**src/rtl/alu_divider_if.sv**
```systemverilog
// Operand/result handshake bundle shared by the execute stage and the divider.
// master drives operands and result back-pressure; slave is the divider.
interface alu_divider_if #(
   parameter int unsigned XLEN = 32
) ();
   logic            in_valid;
   logic            in_ready;
   logic [XLEN-1:0] operand1;
   logic [XLEN-1:0] operand2;
   logic [2:0]      func3;
   logic            out_valid;
   logic            out_ready;
   logic [XLEN-1:0] result;

   modport master (
      output in_valid, operand1, operand2, func3, out_ready,
      input  in_ready, out_valid, result
   );

   modport slave (
      input  in_valid, operand1, operand2, func3, out_ready,
      output in_ready, out_valid, result
   );
endinterface

```
**src/rtl/alu_divider.sv**
```systemverilog
// Iterative restoring divider for DIV/DIVU/REM/REMU, one quotient bit per cycle.
// Special cases (divide by zero, signed overflow, unsupported func3) finish in one cycle.
module alu_divider #(
   parameter int unsigned XLEN = 32
) (
   input  logic         clk,
   input  logic         rst,
   alu_divider_if.slave bus
);
   localparam int unsigned CntW = $clog2(XLEN);
   localparam logic [XLEN-1:0] MinInt = {1'b1, {(XLEN-1){1'b0}}};

   typedef enum logic [1:0] {StIdle, StBusy, StDone} state_e;

   state_e          state_q, state_d;
   logic [CntW-1:0] count_q, count_d;
   logic [XLEN:0]   rem_q, rem_d;
   logic [XLEN-1:0] quo_q, quo_d;
   logic [XLEN-1:0] dvsr_q, dvsr_d;
   logic [XLEN-1:0] result_q, result_d;
   logic            neg_quo_q, neg_quo_d;
   logic            neg_rem_q, neg_rem_d;
   logic            is_rem_q, is_rem_d;

   logic            is_signed, op1_neg, op2_neg;
   logic            unsupported, div_zero, overflow;
   logic [XLEN-1:0] op1_abs, op2_abs, special_res;
   logic [XLEN:0]   shifted, diff, rem_nxt;
   logic [XLEN-1:0] quo_nxt, quo_fix, rem_fix;
   logic            unused_rem_msb;

   // The remainder never exceeds the divisor, so its top bit is always clear.
   assign unused_rem_msb = rem_q[XLEN];

   always_comb begin
      is_signed   = ~bus.func3[0];
      op1_neg     = is_signed & bus.operand1[XLEN-1];
      op2_neg     = is_signed & bus.operand2[XLEN-1];
      op1_abs     = op1_neg ? -bus.operand1 : bus.operand1;
      op2_abs     = op2_neg ? -bus.operand2 : bus.operand2;
      unsupported = ~bus.func3[2];
      div_zero    = (bus.operand2 == '0);
      overflow    = is_signed && (bus.operand1 == MinInt) && (bus.operand2 == '1);

      special_res = '0;
      if (unsupported) begin
         special_res = '0;
      end else if (div_zero) begin
         special_res = bus.func3[1] ? bus.operand1 : '1;
      end else if (overflow) begin
         special_res = bus.func3[1] ? '0 : MinInt;
      end
   end

   // One restoring step: shift in the next dividend bit, subtract if it fits.
   always_comb begin
      shifted = {rem_q[XLEN-1:0], quo_q[XLEN-1]};
      diff    = shifted - {1'b0, dvsr_q};
      rem_nxt = diff[XLEN] ? shifted : diff;
      quo_nxt = {quo_q[XLEN-2:0], ~diff[XLEN]};
      quo_fix = neg_quo_q ? -quo_nxt : quo_nxt;
      rem_fix = neg_rem_q ? -rem_nxt[XLEN-1:0] : rem_nxt[XLEN-1:0];
   end

   always_comb begin
      state_d   = state_q;
      count_d   = count_q;
      rem_d     = rem_q;
      quo_d     = quo_q;
      dvsr_d    = dvsr_q;
      result_d  = result_q;
      neg_quo_d = neg_quo_q;
      neg_rem_d = neg_rem_q;
      is_rem_d  = is_rem_q;

      case (state_q)
         StIdle: begin
            if (bus.in_valid) begin
               if (unsupported || div_zero || overflow) begin
                  result_d = special_res;
                  state_d  = StDone;
               end else begin
                  count_d   = '0;
                  rem_d     = '0;
                  quo_d     = op1_abs;
                  dvsr_d    = op2_abs;
                  neg_quo_d = op1_neg ^ op2_neg;
                  neg_rem_d = op1_neg;
                  is_rem_d  = bus.func3[1];
                  state_d   = StBusy;
               end
            end
         end
         StBusy: begin
            rem_d   = rem_nxt;
            quo_d   = quo_nxt;
            count_d = count_q + 1'b1;
            // Last step folds in the sign fix so DONE follows the XLEN-th cycle.
            if (count_q == CntW'(XLEN - 1)) begin
               result_d = is_rem_q ? rem_fix : quo_fix;
               state_d  = StDone;
            end
         end
         StDone: begin
            if (bus.out_ready) begin
               state_d = StIdle;
            end
         end
         default: state_d = StIdle;
      endcase
   end

   always_ff @(posedge clk) begin
      if (rst) begin
         state_q   <= StIdle;
         count_q   <= '0;
         rem_q     <= '0;
         quo_q     <= '0;
         dvsr_q    <= '0;
         result_q  <= '0;
         neg_quo_q <= 1'b0;
         neg_rem_q <= 1'b0;
         is_rem_q  <= 1'b0;
      end else begin
         state_q   <= state_d;
         count_q   <= count_d;
         rem_q     <= rem_d;
         quo_q     <= quo_d;
         dvsr_q    <= dvsr_d;
         result_q  <= result_d;
         neg_quo_q <= neg_quo_d;
         neg_rem_q <= neg_rem_d;
         is_rem_q  <= is_rem_d;
      end
   end

   assign bus.in_ready  = (state_q == StIdle);
   assign bus.out_valid = (state_q == StDone);
   assign bus.result    = result_q;
endmodule

```
**src/flat_wrapper.sv**
```systemverilog
// flat-port wrapper written by rule: the top's interface ports become plain ports
module alu_divider_flat 
#(
   parameter int unsigned XLEN = 32
)
  (clk, rst, bus_in_valid, bus_operand1, bus_operand2, bus_func3, bus_out_ready, bus_in_ready, bus_out_valid, bus_result);
  alu_divider_if #(.XLEN(XLEN)) bus_i ();
  input  logic clk;
  input  logic rst;
  input wire logic [$bits(bus_i.in_valid)-1:0] bus_in_valid;
  input wire logic [$bits(bus_i.operand1)-1:0] bus_operand1;
  input wire logic [$bits(bus_i.operand2)-1:0] bus_operand2;
  input wire logic [$bits(bus_i.func3)-1:0] bus_func3;
  input wire logic [$bits(bus_i.out_ready)-1:0] bus_out_ready;
  output wire logic [$bits(bus_i.in_ready)-1:0] bus_in_ready;
  output wire logic [$bits(bus_i.out_valid)-1:0] bus_out_valid;
  output wire logic [$bits(bus_i.result)-1:0] bus_result;
  assign bus_i.in_valid = bus_in_valid;
  assign bus_i.operand1 = bus_operand1;
  assign bus_i.operand2 = bus_operand2;
  assign bus_i.func3 = bus_func3;
  assign bus_i.out_ready = bus_out_ready;
  assign bus_in_ready = bus_i.in_ready;
  assign bus_out_valid = bus_i.out_valid;
  assign bus_result = bus_i.result;
  alu_divider #(.XLEN(XLEN)) u_core (.clk(clk), .rst(rst), .bus(bus_i));
endmodule
```
**config.mk**
```make
export PLATFORM = sky130hd
export DESIGN_NAME = alu_divider_flat
export DESIGN_NICKNAME = d
export VERILOG_FILES = /design/src/rtl/alu_divider_if.sv /design/src/rtl/alu_divider.sv /design/src/flat_wrapper.sv
export SDC_FILE = /design/constraint.sdc
export NUM_CORES = 1
export LEC_CHECK = 0
export CAP_MARGIN = 20
export CORE_MARGIN = 2
export CORE_UTILIZATION = 37
export DETAILED_ROUTE_END_ITERATION = 16
export SETUP_SLACK_MARGIN = 0.5
export SKIP_LAST_GASP = 1
export SLEW_MARGIN = 5
export SYNTH_ARGS = -nofsm -noshare
export SYNTH_HDL_FRONTEND = slang
export SYNTH_SLANG_ARGS = --single-unit
```
**constraint.sdc**
```tcl
create_clock -name clk -period 5.4 [get_ports clk]
set_input_delay 0.81 -clock clk [delete_from_list [all_inputs] [get_ports clk]]
set_output_delay 0.81 -clock clk [all_outputs]
set_load 0.02 [all_outputs]
```
Word level (Yosys, flattened, before mapping)
Index checks and enable logic that the tools add are counted. W data, S select, Z words.

Register bits: 138. Input bits: 71. Output and inout port bits: 34.

$add $sub $neg: 6. Muxes and demuxes: 29. Reductions and logical operators: 11. Bitwise operators: 7. Eq/ne operators: 10.

Operators by type and width (count): $mux W32 (18); $pmux W32 S2 (3); $neg A32 Y32 (4); $eq A32 B32 Y1 const B (2); $sub A33 B32 Y33 (1); $logic_not A32 Y1 (1); $mux W5 (2); $pmux W5 S2 (1); $reduce_and A3 Y1 (3); $mux W2 (4); $ne A2 B2 Y1 const B (3); $pmux W2 S3 (1); $add A5 B1 Y5 const B (1); $eq A5 B5 Y1 const B (1); $ne A2 B1 Y1 const B (2); $not A1 Y1 (4); $reduce_and A4 Y1 (1); $and A1 B1 Y1 (2); $eq A2 B1 Y1 const B (1); $eq A2 B2 Y1 const B (1); $logic_and A1 B1 Y1 (2); $logic_not A2 Y1 (1); $logic_or A1 B1 Y1 (2); $reduce_bool A2 Y1 (1); $xor A1 B1 Y1 (1).

Depth between registers and ports, before layout
Gate-level depths: netlist of run 1.

Depth in word-level cells: 9. Gate-level depth with buffers: 27. Mapped depth without buffers: 24.

Worst setup path before layout of run 1
OpenSTA, ideal clock, no wires.

Kind: reg-to-reg. Start point: register u_core.quo_q[31]. End point: register u_core.result_q[30], in the netlist u_core.bus.result[30]. Arrival time: 4.999 ns. Path slack: 0.323 ns. Required time: 5.322 ns. Stages on the path, launching flop included: 27. Cell sequence: dfxtp_1 inv_1 ha_1 fa_1 nor2b_4 o31a_2 o211a_4 o2111ai_4 o311a_1 buf_6 nand2_4 clkbuf_8 buf_2 buf_4 nand2_1 o21ai_0 ha_1 inv_1 nor4_1 nand2_1 or3_1 or3_1 o31a_1 o41ai_2 xnor2_1 a21oi_1 nor3_1.

Longest elaborated chain between the ends: 7.

RTL lines: start, declared (RTL line alu_divider.sv:18) `logic [XLEN-1:0] quo_q, quo_d;`; start signal, assigned (RTL line alu_divider.sv:128) `quo_q <= quo_d;`; $sub A33 B32 Y33 (RTL line alu_divider.sv:58) `diff = shifted - {1'b0, dvsr_q};`; $mux W32 / $not A1 Y1 (equally long branches) (RTL line alu_divider.sv:59, alu_divider.sv:60); $neg A32 Y32 (on tied branches) (RTL line alu_divider.sv:62, alu_divider.sv:61); $mux W32 (on tied branches) (RTL line alu_divider.sv:62, alu_divider.sv:61); $mux W32 (*) (RTL line alu_divider.sv:100) `result_d = is_rem_q ? rem_fix : quo_fix;`; $mux W32 (*) (RTL line alu_divider.sv:99) `if (count_q == CntW'(XLEN - 1)) begin`; $pmux W32 S2 (*) (RTL line alu_divider.sv:76) `case (state_q)`; end signal, assigned (RTL line alu_divider.sv:130) `result_q <= result_d;`; end, declared (RTL line alu_divider.sv:20) `logic [XLEN-1:0] result_q, result_d;`.

Every way passes the cells marked *; elsewhere a longest branch is shown, timed or not. The select of a mux whose other input is x is not followed. A chain may end at the register's enable or synchronous reset.

Final worst setup path of run 1
Start point: register u_core.rem_q[1]. End point: register u_core.result_q[30], in the netlist u_core.bus.result[30].

Longest elaborated chain between the ends: 7.

RTL lines: start, declared (RTL line alu_divider.sv:17) `logic [XLEN:0] rem_q, rem_d;`; start signal, assigned (RTL line alu_divider.sv:127) `rem_q <= rem_d;`; $sub A33 B32 Y33 (RTL line alu_divider.sv:58); $mux W32 / $not A1 Y1 (equally long branches) (RTL line alu_divider.sv:59, alu_divider.sv:60); $neg A32 Y32 (on tied branches) (RTL line alu_divider.sv:62, alu_divider.sv:61); $mux W32 (on tied branches) (RTL line alu_divider.sv:62, alu_divider.sv:61); $mux W32 (*) (RTL line alu_divider.sv:100); $mux W32 (*) (RTL line alu_divider.sv:99); $pmux W32 S2 (*) (RTL line alu_divider.sv:76).

Marked as above.

==> results of run 1 <==
## cell type report
cell class / count / area (µm²)
repair buffers: 152 / 1466
clock buffers: 18 / 439.2
multi-input cells: 1310 / 8285
clock inverters: 14 / 150.1
flip-flops and latches: 138 / 2770
inverters: 60 / 225.2
fillers: 3083 / 16840
well taps: 396 / 495.5
## routing by layer
metal	vias up	track usage	part of all wire
met5	-	0	0
met4	0	0.08129	0.029
met3	54	0.02560	0.046
met2	396	0.3892	0.47
met1	5899	0.3252	0.46
li1	6002	-	-
## cell families after synthesis
family | count (synthesis)
buffers and inverters | 169
AND/OR/NAND/NOR | 609
AO/OA/AOI/OAI | 510
multiplexers | 23
XOR/XNOR | 128
adder cells (fa/ha/maj) | 40
flip-flops | 138
## worst max-delay path by stage
| stage | to | slack, ns | depth (start not counted) |
|---|---|---|---|
| 5_1_grt | u_core.bus.result[30] | 0.46 | 23 |
| 2_1_floorplan | u_core.bus.result[30] | 0.51 | 26 |
| 6_report | u_core.bus.result[30] | 0.77 | 21 |
| 3_3_place_gp | u_core.bus.result[30] | 0.49 | 21 |
| 3_5_place_dp | u_core.bus.result[30] | 0.45 | 23 |
| 4_1_cts | u_core.bus.result[30] | 0.56 | 23 |
## worst max-delay path, cell delays in order, from the launching register on
cell and delay (ns):
dfxtp_1 0.44, ha_1 0.32, nor2b_4 0.15, o31a_4 0.34, o211a_4 0.26, o2111ai_4 0.25
o2111ai_2 0.21, nand2_4 0.17, nand2_1 0.06, a21boi_1 0.13, inv_1 0.09, ha_4 0.13
inv_1 0.06, nor4_4 0.24, nand2_1 0.13, or3_4 0.36, or3_1 0.31, o31a_1 0.12
o41ai_2 0.36, xnor2_1 0.11, a21oi_1 0.14, nor3_1 0.06
## power breakdown
part	total, mW	switching, mW	internal (mW)
combinational	1.53	0.928	0.602
sequential	1.14	0.0616	1.08
clock	1.21	0.546	0.666
total	3.88	1.54	2.35
## cells in the mapped netlist (all sizes together) (5+ instances only)
cell type	instances	area [µm²]
nor2	204	765.7
nand2	178	675.7
a21oi	138	698.2
dfxtp	138	2763
o21ai	107	539.3
clkbuf	79	310.3
xor2	70	613.1
inv	59	221.5
xnor2	58	508.0
o211ai	53	397.9
nor3	46	230.2
a211oi	42	315.3
a31oi	42	262.8
ha	39	488.0
nand3	37	185.2
buf	28	170.2
and3	21	136.4
nor4	21	143.9
o31ai	20	155.1
or3	20	126.4
mux2i	18	180.2
nand4	18	112.6
o41ai	13	128.9
a311oi	12	117.6
o22ai	12	75.07
nand2b	11	68.82
nor2b	11	76.32
o21a	10	75.07
or4	10	75.07
o31a	9	80.08
a21boi	7	56.30
a21o	6	45.04
and2	6	37.54
mux2	5	60.05
nor3b	5	37.54
## state kept, by name (all words and copies together) (netlist names)
name               flops
u_core.is_rem_q        1
u_core.bus.result     32
u_core.neg_quo_q       1
u_core.quo_q          32
u_core.dvsr_q         32
u_core.neg_rem_q       1
u_core.count_q         5
u_core.state_q         2
u_core.rem_q          32
## cell usage in the layout, fill, tap and decap left out, types with 8 or more instances in the layout
cell               n
o21ai_0          104
nor3_1            44
o21a_1            10
a211oi_1          42
a311oi_1          10
ha_4               9
mux2i_1           18
o31ai_1           19
clkbuf_16         18
or4_1              9
o31a_1             8
or3_1             17
xnor2_1           58
nor2_1           203
o211ai_1          53
nand2b_1          10
o22ai_1           11
inv_1             58
buf_4             44
ha_1              27
nor2b_1            9
xor2_1            70
nor4_1            18
a21oi_1          133
and3_1            16
dfxtp_1          134
nand3_1           37
nand2_1          177
nand4_1           18
o41ai_1           11
clkdlybuf4s50_1  103
a31oi_1           42
## per-stage QoR
stage / setup WS (ns) / power, mW / hold WS [ns] / util / cell area, µm²
detailed placement: 0.4451 / 2.597 / 0.4466 / 0.4219 / 12940
global placement: 0.4908 / 2.590 / 0.4461 / 0.4219 / 12940
global route: 0.4568 / 4.100 / 0.4757 / 0.4510 / 13830
CTS: 0.5565 / 3.816 / 0.4568 / 0.4417 / 13550
floorplan: 0.5141 / 2.163 / 0.4319 / - / 11570
finish: 0.7674 / 3.884 / 0.4552 / 0.4510 / 13830
## repair_timing
item	in CTS	in global routing
endpoints found under the setup margin	2	10
cloned	0	0
setup buffers	1	11
pin swaps	0	19
gates resized for setup	2	41
==> flow_summary.yaml, run 1 <==
timing:
  rsz0062_at_grt: "false"
  final.setup.tns_ns: 0
  hold_viol_final: 0
  maxSlewHeadroom: 0.3454
  fin_worst_skew_ns: 0.01728
  fmax_mhz: 215.9
  post-route-period-util: 0.8579
  finalMaxSlewViolations: 0
  worst_pin_slew_ns: 0.9819
  min_period_ns: 4.633
  setup_violations: 0
outcome:
  run_status: "complete, no violations"
floorplan:
  dieArea_um2: 32670
  rows: 64
  die_y_um: 180.7
  start_util: 0.3769
  design.portCount: 105
  fp.dieW_um: 180.7
  core_area_um2: 30670
yosys:
  syn_area_per_cell_um2: 7.148
  synth_area_um2: 11560
  synth_adder_area_share: 0.04395
  ys_seq_area_frac: 0.2390
  synth_nets: 1728
  yosys.area_share.simple: 0.2470
  synth_cells: 1617
  ys_types: 92
  synth_seq_cells: 138
  synthArstFlopShare: 0
  synth_edf_count: 0
  synth_top_family_by_area: "compound AO/OA/AOI/OAI gates"
  synth_flop_cell: "dfxtp_1"
  yosysWarnings: 0
  synth-compound-area-share: 0.2895
  synth_xor_area_frac: 0.09699
  synthMuxAreaShare: 0.02078
critical_path:
  worstPathRequired_ns: 5.68
  r2r_start: "u_core.rem_q[1]"
  critical_path_class: "reg -> reg"
  cp_max_fo: 6
  r2r_slack_ns: 0.77
  r2r_end: "u_core.bus.result[30]"
  cp-start-kind: "register"
  crit_start: "u_core.rem_q[1]"
  cp.arrival_ns: 4.91
  crit_path_end_kind: "register"
  r2r_cells: 21
global_route:
  antenna_found_initial: 0
  first_global_vias: 11474
  grt_max_degree: 85
  grt_overflow_total: 0
  track_usage: 0.2378
  grt_pass1_wl_um: 63260
min_path:
  whs_path_depth: 2
  hp-start: "u_core.dvsr_q[31]"
  hold_path_end: "u_core.dvsr_q[31]"
  hp-class: "reg -> reg"
final_layout:
  final_cells: 2088
  layout-drive-gt1-share: 0.09102
  final_nets: 1790
  diodes: 0
  area_growth_pct: 19.67
route:
  post_drt_wl_per_cell_um: 19.11
  vias_per_cell: 5.915
  first_pass_iters: 6
  via_count: 12351
  ant_nets: 0
  drtIter0Drc: 1038
  wl_um: 39910
  drc_errors: 0
power_and_ir_drop:
  p_per_area_nw_per_um2: 280.8
  total_leakage_power_nw: 4.951
  peakVddDrop_mv: 0.2431
clocking:
  clkLatencyLatePin_ns: 0.44
  clkSinkCount: 138
  clk_path_buf_depth: 2
  cts-root-buf: "clkbuf_16"
  tritoncts: "done"
  cts-htree-levels: 4
  cts.clk_slew.worst_paths_ns: 0.07
  cts_buffers: 17
  ctsHoldBuffers: 0
placed_design:
  gp_congestion: 0.9169
  dp.cells: 2043
  port_buffers: 104
  hpwl_um: 29500
run:
  maxCapViolations: 0
(Power assumes the default switching activity.)
==> run 2, diff against run 1 <==
Settings changed: TNS_END_PERCENT from default to 30.
==> results of run 2 <==
The final DEF is identical to that of run 1; final timing and power are the same.
==> RTL edit 1: new RTL, config.mk and constraints of run 1 <==
`XLEN` is set to 32 in 3 places; all go to 16.
--- a/src/rtl/alu_divider_if.sv
+++ b/src/rtl/alu_divider_if.sv
@@ -3,3 +3,3 @@
 interface alu_divider_if #(
-   parameter int unsigned XLEN = 32
+   parameter int unsigned XLEN = 16
 ) ();
--- a/src/rtl/alu_divider.sv
+++ b/src/rtl/alu_divider.sv
@@ -3,3 +3,3 @@
 module alu_divider #(
-   parameter int unsigned XLEN = 32
+   parameter int unsigned XLEN = 16
 ) (
--- a/src/flat_wrapper.sv
+++ b/src/flat_wrapper.sv
@@ -3,3 +3,3 @@
 #(
-   parameter int unsigned XLEN = 32
+   parameter int unsigned XLEN = 16
 )
Interface: changed (resized bus_operand1, bus_operand2 and bus_result); port bits go from 105 to 57. No check against the original RTL was run, so the function may have changed too.
==> RTL edit 1 against run 1 <==
Total power shrank 43%. Final area shrank 50%. Worst setup slack gained 0.12 ns. Die area shrank 48%. Count of clock-buffer cells in the layout shrank 8. Core utilization shrank 1.2 points. Wire length shrank 54%. Sequential cell count shrank 65. Synthesized area shrank 49%. Largest cell class unchanged. Sequential share of layout area grew 1.2 points.
==> RTL edit 1: results (changes against run 1) <==
[worst_setup_path]
cp_max_fo = 28  ; was 6
crit_family = compound AO/OA/AOI/OAI gates  ; unchanged
r2r_slack_ns = 0.89  ; was 0.77 ns
critPathSlowestCell = dfxtp_1  ; unchanged
rr_startpoint = u_core.quo_q[15]$_SDFFE_PP0P_  ; was u_core.rem_q[1]$_SDFFE_PP0P_
rr_worst_depth = 17  ; was 21
rr_endpoint = u_core.bus.result[12]$_SDFFE_PP0P_  ; was u_core.bus.result[30]$_SDFFE_PP0P_
cp.arrival_ns = 4.71  ; was 4.91 ns

[placement]
io_buffers = 56  ; was 104
place.gp.congestion = 0.875  ; was 0.917
dp_hpwl_um = 13600  ; was 29,500 um
post_dp_cell_area_um2 = 6520  ; was 12,900 um2
dp_slack_ns = 0.677  ; was 0.445 ns
placedCellCount = 1033  ; was 2,043

[routing]
wl_met1_um = 8890  ; was 18,300 um
vias = 5828  ; was 12,400
drtPass1Iterations = 5  ; was 6
route.met2.wl_um = 8130  ; was 18,600 um
dr_wl_met3_um = 918  ; was 1850 um
wl_um = 18400  ; was 39,900 um
drt_iter0_markers = 546  ; was 1,038
top_layer = met4  ; unchanged

[global_routing]
globalRouteTotalUtil_pct = 21.9  ; was 23.8%
grt_pass1_wl_um = 28900  ; was 63,300 um
first_global_vias = 5431  ; was 11,500
use_met3_pct = 3.16  ; was 2.56%
met2_usage_pct = 33.4  ; was 38.9%
gr-usage-met1_pct = 31.3  ; was 32.5%
grt_max_degree = 76  ; was 85

[final_layout]
finalNetCount = 891  ; was 1,790
layout-drive-gt1-share_pct = 6.12  ; was 9.10%
final_cell_area_um2 = 6890  ; was 13,800 um2
fin_cells = 1050  ; was 2,088
fillCellCount = 1644  ; was 3,083

[yosys]
synth_common_cells = nor2_1, dfxtp_1, a21oi_1  ; was nor2_1, nand2_1, dfxtp_1
synth.avg_cell_area_um2 = 7.33  ; was 7.15 um2
synth_fa_ha_area_share_pct = 5.03  ; was 4.39%
synth_warnings = 0  ; unchanged
synth-compound-area-share_pct = 25.7  ; was 28.9%
yosysSeqAreaShare_pct = 24.9  ; was 23.9%
synth_nets = 863  ; was 1,728
async_flop_share_pct = 0  ; unchanged
synthMuxAreaShare_pct = 3.98  ; was 2.08%
synth_xor_area_share_pct = 8.50  ; was 9.70%
synth.distinct_cells = 80  ; was 92

[min_path]
hold_end = u_core.dvsr_q[0]$_SDFFE_PP0P_  ; was u_core.dvsr_q[31]$_SDFFE_PP0P_
worst_hold_startpoint = u_core.dvsr_q[0]$_SDFFE_PP0P_  ; was u_core.dvsr_q[31]$_SDFFE_PP0P_
whs_path_depth = 2  ; unchanged

[timing]
max_slew.worst_pin.slew_ns = 0.826  ; was 0.982 ns
finClkSkew_ns = 0.00909  ; was 0.0173 ns
holdWs_ns = 0.481  ; was 0.455 ns

[power]
ir_drop_mv = 0.150  ; was 0.243 mV
p_leak_nw = 2.47  ; was 4.95 nW

[clock_tree]
htreeDepth = 3  ; was 4
cts_setup_buffers = 0  ; was 1
clock_latency_ns = 0.35  ; was 0.44 ns

[run_status]
status = finished, final reports clean  ; unchanged

[RTL edit 1: cell count changes after synthesis, moves of 18 or more]
cell,change
nor2_1,-78
xor2_1,-47
xnor2_1,-24
dfxtp_1,-65
clkbuf_1,-40
o211ai_1,-46
nor3_1,-27
inv_1,-18
nand2_1,-108
o21ai_0,-77
a21oi_1,-65
a211oi_1,-18
[RTL edit 1: worst max path at each step]
stage | start | endpoint | slack, ns | cells past startpoint
floorplan | u_core.quo_q[15]$_SDFFE_PP0P_ | u_core.bus.result[12]$_SDFFE_PP0P_ | 1.28 | 20
global placement | u_core.quo_q[15]$_SDFFE_PP0P_ | u_core.bus.result[12]$_SDFFE_PP0P_ | 0.81 | 17
detailed placement | u_core.quo_q[15]$_SDFFE_PP0P_ | u_core.bus.result[12]$_SDFFE_PP0P_ | 0.68 | 17
CTS | u_core.quo_q[15]$_SDFFE_PP0P_ | u_core.bus.result[12]$_SDFFE_PP0P_ | 0.63 | 17
global route | u_core.quo_q[15]$_SDFFE_PP0P_ | u_core.bus.result[12]$_SDFFE_PP0P_ | 0.58 | 18
finish | u_core.quo_q[15]$_SDFFE_PP0P_ | u_core.bus.result[12]$_SDFFE_PP0P_ | 0.89 | 17
[RTL edit 1: repair_timing]
item                                    CTS  global route
hold buffers                              0             0
endpoints found under the hold margin     0             0
resized for setup                         0             5
endpoints found under the setup margin    0             3
[RTL edit 1: where the power goes]
| group | internal, mW | switching [mW] |
|---|---|---|
| registers | 0.572 | 0.0400 |
| logic | 0.343 | 0.538 |
| clock network | 0.454 | 0.253 |
[RTL edit 1: final cells by class]
type	instances	share of cell area [%]
inverter	41	2.31
tap	216	3.92
clock buffer	10	3.32
sequential	73	21.2
timing repair buffer	63	8.83
multi-input combinational	641	58.7
clock inverter	6	1.67
==> RTL edit 2: new RTL, flow settings as in run 1 <==
Made on the original files. Encoding of `state_e`: now one-hot (3 bits for 3 states).
--- a/src/rtl/alu_divider.sv
+++ b/src/rtl/alu_divider.sv
@@ -12,3 +12,3 @@
 
-   typedef enum logic [1:0] {StIdle, StBusy, StDone} state_e;
+   typedef enum logic [2:0] {StIdle = 3'b001, StBusy = 3'b010, StDone = 3'b100} state_e;
 
Formal check against the unedited RTL: same outputs for any inputs over 4 cycles, from zero or initial values and one cycle with rst high; so few cycles prove little.
==> RTL edit 2 against run 1 <==
Clock skew hardly changed. Final area is 3.7% lower. Final cell count is 4.3% lower. Wire length is 0.67% higher. First-iteration DRC count is 11% higher. Synthesized area is 2.8% lower. Die area is 2.7% lower. Sequential cell count is 1 higher. Worst hold slack worse by 0.0042 ns. Combinational power is 35% lower. Worst setup slack better by 0.022 ns. Total power is 12% lower.
==> RTL edit 2: results (changes against run 1) <==
[run_status]
status = finished, final reports clean  ; unchanged

[yosys]
synth.distinct_cells = 79  ; was 92
synth_common_cells = nor2_1, dfxtp_1, nand2_1  ; was nor2_1, nand2_1, dfxtp_1
yosysSeqAreaShare_pct = 24.8  ; was 23.9%
synth_area_leaders = dfxtp_1, nor2_1, xnor2_1  ; was dfxtp_1, nor2_1, a21oi_1

[min_path]
whs_path_depth = 2  ; unchanged

[routing]
wl_um = 40200  ; was 39,900 um
vias = 11900  ; was 12,400
drt_iter0_markers = 1149  ; was 1,038

[global_routing]
gr-usage-met1_pct = 35.9  ; was 32.5%
use_met3_pct = 4.11  ; was 2.56%
met2_usage_pct = 40.2  ; was 38.9%
grt_max_degree = 101  ; was 85
grt_pass1_wl_um = 62800  ; was 63,300 um
globalRouteTotalUtil_pct = 25.3  ; was 23.8%
first_global_vias = 11100  ; was 11,500

[placement]
place.gp.congestion = 0.891  ; was 0.917
io_buffers = 104  ; unchanged
dp_hpwl_um = 29900  ; was 29,500 um
dp_slack_ns = 0.523  ; was 0.445 ns
post_dp_cell_area_um2 = 12600  ; was 12,900 um2

[clock_tree]
cts_root_buffer = clkbuf_16  ; unchanged

[worst_setup_path]
cp_max_fo = 18  ; was 6
rr_worst_depth = 17  ; was 21
cp.arrival_ns = 4.98  ; was 4.91 ns

[final_layout]
layout-drive-gt1-share_pct = 6.71  ; was 9.10%
finalNetCount = 1708  ; was 1,790

[timing]
max_slew.worst_pin.slew_ns = 1.11  ; was 0.982 ns
finClkSkew_ns = 0.0176  ; was 0.0173 ns

[power]
ir_drop_mv = 0.212  ; was 0.243 mV
p_leak_nw = 4.91  ; was 4.95 nW

-- RTL edit 2: kinds of logic (layout without fill, tap and decap cells) --
kind of cell             count (synthesis)  after routing  synth area share [%]
AND/OR/NAND/NOR                        583            583                  24.2
adder cells (fa/ha/maj)                 40             40                  4.52
buffers and inverters                  157            217                  5.53
flip-flops                             139            139                  24.8
AO/OA/AOI/OAI                          467            467                  27.8
multiplexers                            34             34                  3.12
XOR/XNOR                               129            129                  10.1
-- RTL edit 2: worst paths after layout --
path / startpoint / endpoint / slack, ns
worst max-delay path: u_core.quo_q[31]$_SDFFE_PP0P_ / u_core.bus.result[29]$_SDFFE_PP0P_ / 0.79
worst min-delay path: u_core.dvsr_q[29]$_SDFFE_PP0P_ / u_core.dvsr_q[29]$_SDFFE_PP0P_ / 0.45
worst min register to register: u_core.dvsr_q[29]$_SDFFE_PP0P_ / u_core.dvsr_q[29]$_SDFFE_PP0P_ / 0.45
worst max register to register: u_core.quo_q[31]$_SDFFE_PP0P_ / u_core.bus.result[29]$_SDFFE_PP0P_ / 0.79
-- RTL edit 2: metal layers --
layer | up-vias | routed length [um]
met5 | - | 0
met3 | 43 | 2580
li1 | 5758 | -
met2 | 436 | 18100
met4 | 0 | 618
met1 | 5691 | 18800
-- RTL edit 2: final cells by class --
cell class	instances	area, um2
clock buffer	17	425
clock inverter	14	185
fill	3104	16500
inverter	55	211
multi-input combinational	1253	7940
sequential	139	2780
tap	390	488
timing repair buffer	131	1280
-- RTL edit 2: timing repair --
item / in CTS / in global routing
resized for setup: 1 / 23
setup endpoints to repair: 2 / 13
pin swaps: 0 / 8
setup buffers: 0 / 0
endpoints found under the hold margin: 0 / 0
-- RTL edit 2: worst max-delay path, stage by stage (launching register included) --
cell and delay, ns:
dfxtp_2 0.35, inv_1 0.06, ha_1 0.20, fa_2 0.36, nand2b_1 0.17, a21o_1 0.19
a21oi_2 0.20, o21ai_1 0.11, a211o_1 0.37, a21o_1 0.27, nand2_8 0.13, inv_6 0.03
buf_4 0.20, o41a_1 0.57, or4_1 0.50, o31a_1 0.28, a2111o_1 0.42, o21ai_2 0.11
-- RTL edit 2: power breakdown --
group | switching [mW] | internal, mW
combinational | 0.615 | 0.388
clock | 0.532 | 0.736
sequential | 0.0554 | 1.09
-- RTL edit 2: stage by stage --
stage | instances | power [mW]
6_report | 1999 | 3.42
5_1_grt | 1999 | 3.57
4_1_cts | 1998 | 3.40
3_5_place_dp | 1967 | 2.14
3_3_place_gp | 1967 | 2.13
2_1_floorplan | 1549 | 1.80
